<file path="src/rtl/sum_ascii_tx.sv">
// Prints a small binary value (adder {carry, sum}) as two ASCII decimal digits plus a
// line terminator, one byte per valid/ready handshake.
module sum_ascii_tx #(
    parameter int          IN_W     = 6,
    parameter logic [7:0]  EOL_CHAR = 8'h0A,
    parameter logic [7:0]  PAD_CHAR = 8'h30
) (
    input  logic            clk,
    input  logic            rst_n,
    input  logic            in_valid,
    output logic            in_ready,
    input  logic [IN_W-1:0] in_data,
    output logic            out_valid,
    input  logic            out_ready,
    output logic [7:0]      out_char,
    output logic            busy
);

    typedef enum logic [2:0] {
        S_IDLE   = 3'd0,
        S_CONV   = 3'd1,
        S_SEND_T = 3'd2,
        S_SEND_O = 3'd3,
        S_SEND_E = 3'd4
    } state_t;

    state_t      r_state;
    state_t      w_nxt_state;
    logic        r_in_ready;
    logic        w_nxt_in_ready;
    logic        r_out_valid;
    logic        w_nxt_out_valid;
    logic [7:0]  r_out_char;
    logic [7:0]  w_nxt_out_char;
    logic [6:0]  r_rem;
    logic [6:0]  w_nxt_rem;
    logic [2:0]  r_tens;
    logic [2:0]  w_nxt_tens;

    logic        w_accept;
    logic        w_hs;
    logic [6:0]  w_in_ext;
    logic [7:0]  w_tens_char;
    logic [7:0]  w_ones_char;

    assign w_accept    = in_valid & r_in_ready;
    assign w_hs        = r_out_valid & out_ready;
    assign w_in_ext    = {{(7-IN_W){1'b0}}, in_data};
    assign w_tens_char = (r_tens == 3'd0) ? PAD_CHAR : (8'h30 + {5'b00000, r_tens});
    assign w_ones_char = 8'h30 + {4'b0000, r_rem[3:0]};

    // Next-state logic: conversion by repeated subtraction, then three handshaked bytes.
    always_comb begin
        w_nxt_state     = r_state;
        w_nxt_rem       = r_rem;
        w_nxt_tens      = r_tens;
        w_nxt_out_valid = r_out_valid;
        w_nxt_out_char  = r_out_char;
        case (r_state)
            S_IDLE: begin
                if (w_accept) begin
                    w_nxt_state = S_CONV;
                    w_nxt_rem   = w_in_ext;
                    w_nxt_tens  = 3'd0;
                end else begin
                    w_nxt_state = S_IDLE;
                end
            end
            S_CONV: begin
                if (r_rem >= 7'd10) begin
                    w_nxt_rem  = r_rem - 7'd10;
                    w_nxt_tens = r_tens + 3'd1;
                end else begin
                    w_nxt_state     = S_SEND_T;
                    w_nxt_out_valid = 1'b1;
                    w_nxt_out_char  = w_tens_char;
                end
            end
            S_SEND_T: begin
                if (w_hs) begin
                    w_nxt_state    = S_SEND_O;
                    w_nxt_out_char = w_ones_char;
                end else begin
                    w_nxt_state = S_SEND_T;
                end
            end
            S_SEND_O: begin
                if (w_hs) begin
                    w_nxt_state    = S_SEND_E;
                    w_nxt_out_char = EOL_CHAR;
                end else begin
                    w_nxt_state = S_SEND_O;
                end
            end
            S_SEND_E: begin
                if (w_hs) begin
                    w_nxt_state     = S_IDLE;
                    w_nxt_out_valid = 1'b0;
                    w_nxt_out_char  = 8'h00;
                end else begin
                    w_nxt_state = S_SEND_E;
                end
            end
            default: begin
                w_nxt_state     = S_IDLE;
                w_nxt_out_valid = 1'b0;
                w_nxt_out_char  = 8'h00;
            end
        endcase
        // Registering the next-state decode makes in_ready rise one edge after reset release.
        w_nxt_in_ready = (w_nxt_state == S_IDLE);
    end

    // State and output registers.
    always_ff @(posedge clk or negedge rst_n) begin
        if (!rst_n) begin
            r_state     <= S_IDLE;
            r_in_ready  <= 1'b0;
            r_out_valid <= 1'b0;
            r_out_char  <= 8'h00;
            r_rem       <= 7'd0;
            r_tens      <= 3'd0;
        end else begin
            r_state     <= w_nxt_state;
            r_in_ready  <= w_nxt_in_ready;
            r_out_valid <= w_nxt_out_valid;
            r_out_char  <= w_nxt_out_char;
            r_rem       <= w_nxt_rem;
            r_tens      <= w_nxt_tens;
        end
    end

    assign in_ready  = r_in_ready;
    assign out_valid = r_out_valid;
    assign out_char  = r_out_char;
    assign busy      = (r_state != S_IDLE);

endmodule

</file>
<file path="config.mk">
export PLATFORM = sky130hd
export DESIGN_NAME = sum_ascii_tx
export DESIGN_NICKNAME = d
export VERILOG_FILES = /design/src/rtl/sum_ascii_tx.sv
export SDC_FILE = /design/constraint.sdc
export NUM_CORES = 1
export LEC_CHECK = 0
export ABC_AREA = 1
export CAP_MARGIN = 20
export CELL_PAD_IN_SITES_DETAIL_PLACEMENT = 0
export CELL_PAD_IN_SITES_GLOBAL_PLACEMENT = 1
export CORE_AREA = 2 2 67 69
export DETAILED_ROUTE_END_ITERATION = 12
export DIE_AREA = 0 0 69 71
export GPL_ROUTABILITY_DRIVEN = 0
export GPL_TIMING_DRIVEN = 0
export PLACE_DENSITY = 0.76
export SYNTH_ARGS = -nofsm -noshare
export SYNTH_HDL_FRONTEND = slang
export SYNTH_SLANG_ARGS = --single-unit
</file>
<file path="constraint.sdc">
create_clock -name clk -period 3.4 [get_ports clk]
set_input_delay 0.34 -clock clk [delete_from_list [all_inputs] [get_ports clk]]
set_output_delay 0.34 -clock clk [all_outputs]
set_load 0.01 [all_outputs]
</file>
==> out/summary.md, run 1 <==
Clock latency on the worst-skew pair, taken at its later pin, is 260 ps. The total overflow left after global routing is 0. The post-route fraction of the period consumed by the critical path is 0.528.

Data on the critical path arrives at its endpoint at 1460 ps. In the layout the commonest cells are nand2_1 (66), nand3_1 (22), dfrtp_1 (20). The number of antenna diodes in the final layout is 0.

The floorplan step defined a die boundary enclosing 4900 um^2. TritonCTS built the clock tree. In this run the tool buffered the top-level ports with 18 buffer cells.

For this block, the initial DRC count from the detailed router was 65. The clock-pin slew of the registers on the worst-case setup and hold paths is 80 ps. Static timing analysis puts the maximum clock frequency at 557 MHz. The per-cell routed wire length works out to 10.8 um.

The path class of the tightest hold or removal check is input pin to asynchronous set/reset pin. Top flip-flop cell by instance count after synthesis: dfrtp_1. The routed design has 2660 um of wire. Counting cells, the worst reg-to-reg path comes to 9. In this run the cell area of the synthesized design comes to 1200 um^2. The final number of setup-violating endpoints was 0. The slack of the worst reg-to-reg path is 1650 ps, and the deepest clock path buffer count is 2. Clock tree synthesis found a total of 20 sinks.

The number of hold buffers added after CTS was 0. Following the worst setup path forward leads to its endpoint at busy. The number of clock buffers added by TritonCTS is 3.

IR analysis of the VDD net gives a maximum drop of 0.231 mV. The run gives 0.418 as the post-synthesis sequential area ratio. The post-synthesis sequential element count was 20. The run gives 4 as the first-pass iteration count of the detailed router.

In the routed design, unresolved DRC markers number 0. The depth of the CTS H-tree is 1. The number of ports placed on the die boundary was 21.

Setup repair after global routing left no endpoint under its margin. The number of global-route vias before repair is 986, and the growth of design area from synthesis to finish is 28.0%. Adding up every negative setup slack in the final design gives 0 ps. On the final layout, the worst clock skew is 1.13 ps. The run gives 0 as the remaining antenna violation count after routing. The post-layout minimum cycle time is 1800 ps. The number of antenna violations at the first check in global routing was 0. The worst setup path is captured at a primary output. The tools report the synthesis warning total as 0. For the largest net degree at the start of global routing, the log shows 21.

The sequential cells in the finished layout cover a total of 500 um^2. The most common cell after layout, fill and taps aside was nand2_1. Dividing total power by cell area gives a power density of 328 nW/um^2. The standby leakage power is 0.808 nW. The layout cell share with drive strength beyond 1 was 0.0821; the footprint of the multi-input gates was 588 um^2. Counting distinct cell types in the post-synthesis netlist gives 18. At the worst endpoint, the required time is 3060 ps.

Each instance of the synthesized netlist takes up on average 7.00 um^2. The fraction of registers with async set/reset works out to 1.00. In this run the core area contains 24 standard-cell rows. Of all nets on the critical path, the largest fanout is 7. The nature of the critical path startpoint was a register. In this run the worst setup path begins at r_state[0]. The floorplan step set the die height to 71 um. The first global-routing pass estimated 4460 um of wire. The synthesized netlist cell count is 171.

The worst setup path is of the register to primary output kind. Dividing the detail-routed via count by the number of cells gives 4.43. Once detailed placement completed, the half-perimeter wirelength came to 1970 um.

The initial core utilization was 0.285. The tools report the start of the worst register-to-register path as r_rem[1]. The transition at the pin with the smallest max-transition slack is 524 ps, and the number of nets at the end of the flow is 209. CTS placed an instance of clkbuf_8 at the clock tree root. For the final number of max-transition violations, the log shows 0. The count of flip-flops with a built-in enable after synthesis was 0. The overall global routing resource usage was 0.114; the worst slew margin relative to its limit was 0.649.

Once the clock tree was built, the setup fixing pass inserted 0 buffers. The count of final hold-check violations was 0. Fill cells in the final layout number 468. The flow ran to the end, and the final reports show no timing, DRC or antenna violations. The logs give 1095 for the via total after detailed routing and 0 for the post-cts sizing count. In this run the horizontal extent of the chip is 69 um. The core region is 4200 um^2.

The core occupancy in the finished layout is 0.365. The tools report the end of the worst register-to-register path as out_char[2]. Across the run, the number of max-cap violations was 0.
worst min-delay path by stage:
stage / slack, ps / to / startpoint / cells past startpoint
after floorplan: 40 / in_ready / rst_n / 0
after global placement: 460 / out_char[3] / out_char[3] / 2
after detailed placement: 470 / out_char[1] / out_char[1] / 2
after CTS: 490 / out_char[1] / out_char[1] / 2
after global routing: 450 / r_rem[6] / rst_n / 1
final: 420 / r_rem[6] / rst_n / 1
sequential cells by signal, indices dropped and copies added, names as in the netlist:
| name | count |
|---|---|
| r_tens | 3 |
| r_state | 3 |
| out_valid | 1 |
| in_ready | 1 |
| out_char | 5 |
| r_rem | 7 |
stage by stage:
step | instance area [um^2] | total power [W] | setup slack (ps) | cells | hold WS, ps
5_1_grt | 1530 | 0.000523 | 1510 | 247 | 448
4_1_cts | 1520 | 0.000508 | 1580 | 246 | 485
6_report | 1530 | 0.000502 | 1600 | 247 | 418
3_3_place_gp | 1450 | 0.000263 | 1660 | 242 | 462
3_5_place_dp | 1450 | 0.000263 | 1650 | 242 | 465
2_1_floorplan | 1200 | 0.000247 | 1940 | 172 | 44.4
cell usage after synthesis, types with 2 or more instances:
master	n	area (um^2)
a21oi_1	3	15.0
buf_4	3	22.5
dfrtp_1	20	500
ha_1	3	37.5
inv_1	19	71.3
nand2_1	66	248
nand3_1	22	110
nand3_2	2	20.0
nor2_1	11	41.3
nor2_2	2	12.5
o21ai_0	13	65.1
power by group:
part	total (W)	switching, W	internal [W]
clock	0.000243	0.0000853	0.000157
sequential	0.000238	0	0.000238
combinational	0.0000223	0.00000907	0.0000132
total	0.000502	0.0000943	0.000408
layout make-up:
| cell class | instances | share of cell area |
|---|---|---|
| clock inverter | 1 | 0.0196 |
| tap | 52 | 0.0424 |
| clock buffer | 3 | 0.0269 |
| inverter | 20 | 0.0490 |
| buffer | 5 | 0.0245 |
| sequential | 20 | 0.327 |
| multi-input combinational | 127 | 0.384 |
| timing repair buffer | 19 | 0.127 |
critical path: stages (launching register included):
cell	delay, ps
dfrtp_1	460
nor2_1	80
nand2_1	100
clkdlybuf4s50_1	550
logic make-up (layout without fill, tap and decap cells):
family / Yosys count / in the layout / share of synthesized area
flip-flops: 20 / 20 / 0.418
AO/OA/AOI/OAI: 17 / 17 / 0.0805
adder cells (fa/ha/maj): 3 / 3 / 0.0314
buffers and inverters: 25 / 48 / 0.0940
XOR/XNOR: 1 / 1 / 0.00732
AND/OR/NAND/NOR: 104 / 104 / 0.366
other: 1 / 2 / 0.00313
per-layer routing:
metal,GRT usage,share of wire,up-vias
met5,0,0,-
met4,0.0392,0.013,0
met3,0.0342,0.037,5
met2,0.179,0.45,17
met1,0.149,0.50,494
li1,-,-,579
(Power assumes the default switching activity.)
==> run 2, diff against run 1 <==
==> constraint.sdc (replaced) <==
create_clock -name clk -period 1.9 [get_ports clk]
set_input_delay 0.19 -clock clk [delete_from_list [all_inputs] [get_ports clk]]
set_output_delay 0.19 -clock clk [all_outputs]
set_load 0.01 [all_outputs]
==> results of run 2 <==
The final DEF is identical to that of run 1. Status: complete, no violations.
Among the figures that moved: setup slack after placement 1650 ps -> 155 ps; setup slack after layout 1600 ps -> 146 ps; hold slack 418 ps -> 268 ps; start point of the critical path r_state[0] -> r_rem[1]; end point of the critical path busy -> out_char[2]; register-to-register setup slack 1650 ps -> 150 ps; total power 0.000502 W -> 0.000899 W; worst IR drop on VDD 0.231 mV -> 0.414 mV
==> run 3, diff against run 2 <==
--- a/config.mk
+++ b/config.mk
@@ -14,7 +14,7 @@
 export DIE_AREA = 0 0 69 71
 export GPL_ROUTABILITY_DRIVEN = 0
 export GPL_TIMING_DRIVEN = 0
-export PLACE_DENSITY = 0.76
+export PLACE_DENSITY = 0.78
 export SYNTH_ARGS = -nofsm -noshare
 export SYNTH_HDL_FRONTEND = slang
 export SYNTH_SLANG_ARGS = --single-unit
==> constraint.sdc (replaced) <==
create_clock -name clk -period 1.5 [get_ports clk]
set_input_delay 0.15 -clock clk [delete_from_list [all_inputs] [get_ports clk]]
set_output_delay 0.15 -clock clk [all_outputs]
set_load 0.01 [all_outputs]
==> run 3 against run 2 <==
Total power is 11% higher. Clock power is 5.8% lower. Die area stayed put. Count of clock-buffer cells in the layout is 1 higher. Core utilization is 4.8 points higher. Via count is 6.8% higher. Non-clock buffer count is 12 higher. Cell count is 4.9% higher. Setup slack worse by 71 ps. Cell area is 13% higher. First-iteration DRC count is 43% lower. Critical endpoint is now in_ready. Largest cell class unchanged.
==> out/summary.md, run 3 (synthesis gave the netlist of run 1 again) <==
The flow ran to the end, and the final reports show no timing, DRC or antenna violations. The run gives 0 (unchanged) as the overall overflow remaining after global route. The instance count after placement with tap cells included was 242 (unchanged); the DRC violations left was 0 (unchanged).

For this run, the top clock speed supported by timing is 702 MHz. The layout cell share with drive strength beyond 1 is 0.213 (+0.131), and the filler-free cell count of the finished design is 259 (+4.9%). The area growth from synthesis to layout is 44.7%. The worst setup path is launched from a register. The half-perimeter wire length of the detailed placement result is 2000 um (+1.7%), and the setup slack at placement is -239 ps. Counting both buffers and inverters, the worst setup path holds a total of 4.

The tools report the via total after detailed routing as 1169 (+6.8%). Walking the worst path, the cells encountered are inv_2, ha_4, inv_2, nand2_4, nand3_4, o21ai_4, buf_12, buf_6, nand3_4, nor2_2. Once routing completed, OpenROAD measured the worst setup slack at 75.2 ps. The tools report the initial core utilization as 0.285 (unchanged). The highest fanout seen on the critical path is 8, and the aggregate routed wire length is 2930 um (+10%). Clock sink count: 20 (unchanged). By startpoint and endpoint, the worst setup path is classified as register to register. The logs give 3 (unchanged) for the total CTS buffers and 1131 (+15%) for the number of global-route vias before repair. The tools report the count of final hold-check violations as 0 (unchanged).

The run gives 1 (unchanged) as the depth of the CTS H-tree. Register containing the most flip-flops in the final layout: r_rem. The final number of setup-violating endpoints is 0 (unchanged), and the number of nets at the end of the flow is 221 (+5.7%).

Height of the die: 71 um (unchanged). The clock-pin slew of the registers on the worst-case setup and hold paths is 80 ps (about the same). The post-route fraction of the period consumed by the critical path is 0.950, and the delay of the slowest cell on the worst path is 410 ps. The number of antenna violations at the first check in global routing came out at 0 (unchanged). The sort of element at the end of the critical path is a register. Data arrives at the worst endpoint at 1620 ps. The library cell contributing the largest single delay on the critical path was dfrtp_1. For the die area, the log shows 4900 um^2 (unchanged). The worst path in the final design needs a cycle of 1420 ps, including I/O delays and setup. The required arrival time at the worst endpoint is 1690 ps, and the detail-routed via count per cell is 4.51 (+1.8%). The tools report the first-pass iteration count of the detailed router as 4 (unchanged). The type of the most critical hold path was input pin to asynchronous set/reset pin. The library cells used most frequently in the layout, excluding fill and tap cells, are nand2_1 (63), dfrtp_1 (19), nand3_1 (18).

The logs give 4200 um^2 (unchanged) for the core area and 0 (unchanged) for the count of antenna diodes in the layout. The overall global routing resource usage was 0.121 (+0.00716); the final number of max-transition violations was 0 (unchanged). The number of max-cap violations is 0 (unchanged), and the worst ir drop on vdd is 0.269 mV.

Remaining antenna violation count after routing: 0 (unchanged). For the number of ports placed on the die boundary, the log shows 21 (unchanged). The number of input and output port buffers inserted works out to 18 (unchanged).

Global-route wire length before repair: 4910 um (+10%). The standby leakage power was 0.874 nW (+8.1%); the cell row count was 24 (unchanged). The per-cell routed wire length came out at 11.3 um (+5.1%). The run gives 260 ps (about the same) as the clock latency at the later pin of the worst-skew pair.

The kind of cell with the highest combined delay along the critical path is flip-flops. The largest net degree at the start of global routing is 21 (unchanged). The x dimension of the die was 69 um (unchanged); the power per unit of standard cell area was 576 nW/um^2. In this run the clock root is driven by a clkbuf_8. The detailed router's first-iteration violation count is 37 (-43%). Most common cell after layout, fill and taps aside: nand2_1. The flip-flop count of the largest register, all copies and words added is 7 (unchanged), and the number of fillers in the final layout is 446 (-4.7%).

Deepest clock path buffer count: 2 (unchanged). For the worst setup skew after layout, the log shows 5.11 ps (+3.97 ps). TritonCTS built the clock tree.
[run 3: cell count changes in the layout (fill, tap and decap cells not counted), moves of 3 or more]
cell and change:
inv_1 -4, nand3_1 -4, buf_4 +8, inv_2 +3
nand3_4 +3, nand2_1 -3
[run 3: final timing paths]
kind	to	startpoint	cells past startpoint	slack (ps)
hold / removal	r_state[1]	rst_n	1	200
hold reg to reg	out_char[0]	out_char[0]	2	480
min in group clk	r_rem[0]	in_data[0]	3	450
setup / recovery	in_ready	r_rem[1]	10	80
max in group asynchronous	r_tens[2]	rst_n	2	860
setup reg to reg	in_ready	r_rem[1]	10	80
[run 3: power breakdown]
group | total (W) | internal (W) | switching [W] | leakage (nW)
logic | 0.0000501 | 0.0000300 | 0.0000202 | 0.618
registers | 0.000539 | 0.000539 | 0 | 0.227
clock network | 0.000409 | 0.000233 | 0.000176 | 0.0288
[run 3: worst reg2reg max path, delay by kind of cell, from the launching register on]
family / cells / cell delay (ps)
AO/OA/AOI/OAI: 1 / 150
flip-flops: 1 / 410
adder cells (fa/ha/maj): 1 / 130
buffers and inverters: 4 / 390
AND/OR/NAND/NOR: 4 / 290
[run 3: repair_timing]
| action | in CTS | in global routing |
|---|---|---|
| cloned | 1 | 0 |
| setup buffers | 7 | 4 |
| endpoints found under the hold margin | 0 | 0 |
| pin swaps | 1 | 10 |
| hold buffers | 0 | 0 |
| resized for setup | 11 | 23 |
| endpoints found under the setup margin | 17 | 16 |
[run 3: per-stage QoR]
step	hold slack (ps)	total power [W]	util	setup TNS, ps	cell area (um^2)
floorplan	-146	0.000561	-	0	1200
global placement	465	0.000596	0.344	-3140	1450
detailed placement	463	0.000596	0.344	-3220	1450
CTS	455	0.00101	0.378	0	1590
global route	227	0.00104	0.412	-22.4	1730
finish	198	0.000998	0.412	0	1730
[run 3: layout make-up]
class                           count  area (um^2)  share of cell area
Sequential cell                    20          502               0.290
Inverter                           20         77.6              0.0448
Multi-Input combinational cell    127          679               0.392
Buffer                              5         42.5              0.0245
Tap cell                           52         65.1              0.0375
Timing Repair Buffer               31          312               0.180
Clock buffer                        4         55.1              0.0318
[run 3: routing by layer]
layer,GRT usage,vias up,part of all wire
met3,0.0199,2,0.034
met5,0,-,0
met2,0.206,18,0.48
met1,0.157,543,0.48
met4,0.0392,0,0.0072
li1,-,606,-
==> variant, RTL diff (flow settings as in run 2) <==
Set the parameter `IN_W` to 5 (it was 6).
--- a/src/rtl/sum_ascii_tx.sv
+++ b/src/rtl/sum_ascii_tx.sv
@@ -1,7 +1,7 @@
 // Prints a small binary value (adder {carry, sum}) as two ASCII decimal digits plus a
 // line terminator, one byte per valid/ready handshake.
 module sum_ascii_tx #(
-    parameter int          IN_W     = 6,
+    parameter int          IN_W     = 5,
     parameter logic [7:0]  EOL_CHAR = 8'h0A,
     parameter logic [7:0]  PAD_CHAR = 8'h30
 ) (
Ports: changed (resized in_data); port bits go from 21 to 20. The function was not compared with the original's and may differ.
==> variant against run 2 <==
Synthesized area grew 1.4%. Wire length shrank 0.87%. Critical path type unchanged. Sequential cell count is the same. Utilization shrank 0.60 points. Worst setup slack gained 0.040 ns. Design area shrank 1.6%. Highest routed layer unchanged. Largest cell class unchanged. Hold slack gained 0.18 ns.
Power is not compared: it rests on default switching activity, and its combinational part moved more than twofold at a synthesized area within 25%.
==> variant: results (changes against run 2) <==
[cts]
clockBufferDepth=2  ; unchanged
ctsResizeCount=0  ; unchanged
cts_root_buf=clkbuf_8
htreeDepth=1  ; unchanged
clkLatencyLatePin_ns=0.26  ; about the same

[global_routing]
grt_pass1_vias=1035  ; +5.0%
grt_pass1_wl_mm=4.53  ; +1.5%
grtUsageTotal_pct=11.4  ; about the same

[placement]
io_buffers=17  ; -1
dp_hpwl_mm=1.97  ; -0.16%

[final_layout]
nFillCells=479  ; +2.4%
top_register=r_rem
final_nets=208  ; -0.48%
antennaDiodeCount=0  ; unchanged
largest_register_ffs=7  ; unchanged
drive_gt1_share_pct=10.8  ; +2.6 points

[drt]
drtIter0Drc=17  ; -74%
vias=1083  ; -1.1%
wirelength_mm=2.63  ; -0.87%
dr.pass1.iters=4  ; unchanged

[critical_path]
path_max_fanout=8  ; -1
worstRegToRegCells=9  ; unchanged

[synth]
post_synth_fa_ha_maj_area_fraction_pct=3.09  ; -0.042 points
synth_area_leaders=dfrtp_1 (41%), nand2_1 (19%), nand3_1 (8.7%)
yosys_warnings=0  ; unchanged
synth_xor_xnor_area_share_pct=0.722  ; -0.0098 points
yosysSeqAreaShare_pct=41.2  ; -0.56 points
synth_top_cells_by_count=nand2_1 (63), nand3_1 (21), dfrtp_1 (20), inv_1 (15), nor2_1 (15)
yosysUniqueCellTypes=22  ; +4
synth_compound_area_share_pct=8.14  ; +0.098 points

[status]
status=completed

[hold_path]
hp-class=input pin to async pin

[power_and_ir_drop]
vdd_ir_drop_max_v=0.000506
p_leak_nw=0.786

[timing]
fin_skew_ns=0.00377  ; +0.00263 ns
slew_headroom_pct=36.7  ; -28 points

## variant: cell types whose count changed in the layout (fill, tap and decap cells not counted), moves of 3 or more
cell / change
nor2_1: +4
inv_2: +4
inv_1: -4
o21ai_0: -4
o21ai_1: +3
nand2_1: -3
## variant: cell families after synthesis
family / Yosys count
other cells: 1
flops: 20
compound gates: 17
fa+ha+maj: 3
simple gates: 106
xor+xnor: 1
buf+inv: 25
## variant: final timing paths
kind	slack [ns]	start	endpoint
min in group clk	0.48	out_char[3]	out_char[3]
setup / recovery	0.19	r_rem[1]	out_char[2]
setup reg to reg	0.19	r_rem[1]	out_char[2]
hold reg to reg	0.48	out_char[3]	out_char[3]
hold / removal	0.45	rst_n	r_rem[5]
max in group asynchronous	0.87	rst_n	out_char[1]
## variant: per-layer routing
metal | global-route usage [%] | wire length, microns
met1 | 15.4 | 1330
met2 | 17.9 | 1180
met3 | 2.56 | 92
met4 | 3.92 | 34
met5 | 0 | 0
## variant: power groups by stage
stage | Clock [W] | Sequential, W | Combinational (W)
floorplan | 0 | 0.000772 | 0.000857
global placement | 0 | 0.000774 | 0.00125
detailed placement | 0 | 0.000778 | 0.00125
CTS | 0.000344 | 0.000770 | 0.00126
global route | 0.000364 | 0.000798 | 0.00142
finish | 0.000335 | 0.000768 | 0.00123
## variant: per-stage QoR
step | area [sq um] | hold slack (ns) | setup WS, ns | cells
4_1_cts | 1510 | 0.484 | 0.160 | 247
3_5_place_dp | 1450 | 0.464 | 0.177 | 243
3_3_place_gp | 1450 | 0.460 | 0.199 | 243
6_report | 1510 | 0.452 | 0.186 | 247
2_1_floorplan | 1220 | -0.106 | 0.470 | 174
5_1_grt | 1510 | 0.517 | 0.00653 | 247
## variant: layout make-up
| type | count | area, sq um | share of cell area (%) |
|---|---|---|---|
| multi-input cells | 129 | 603 | 40.0 |
| flip-flops and latches | 20 | 500 | 33.2 |
| repair buffers | 17 | 170 | 11.3 |
| inverters | 20 | 75.1 | 4.98 |
| well taps | 52 | 65.1 | 4.32 |
| clock buffers | 4 | 55.1 | 3.65 |
| plain buffers | 5 | 38.8 | 2.57 |
## variant: worst max-delay path, cell delays in order (launching register included)
cell	delay [ns]
dfrtp_1	0.45
inv_1	0.10
ha_1	0.17
inv_1	0.05
nand2_2	0.10
nand3_2	0.10
o21ai_4	0.28
nand2_1	0.19
nand2_1	0.10
nand2_1	0.06
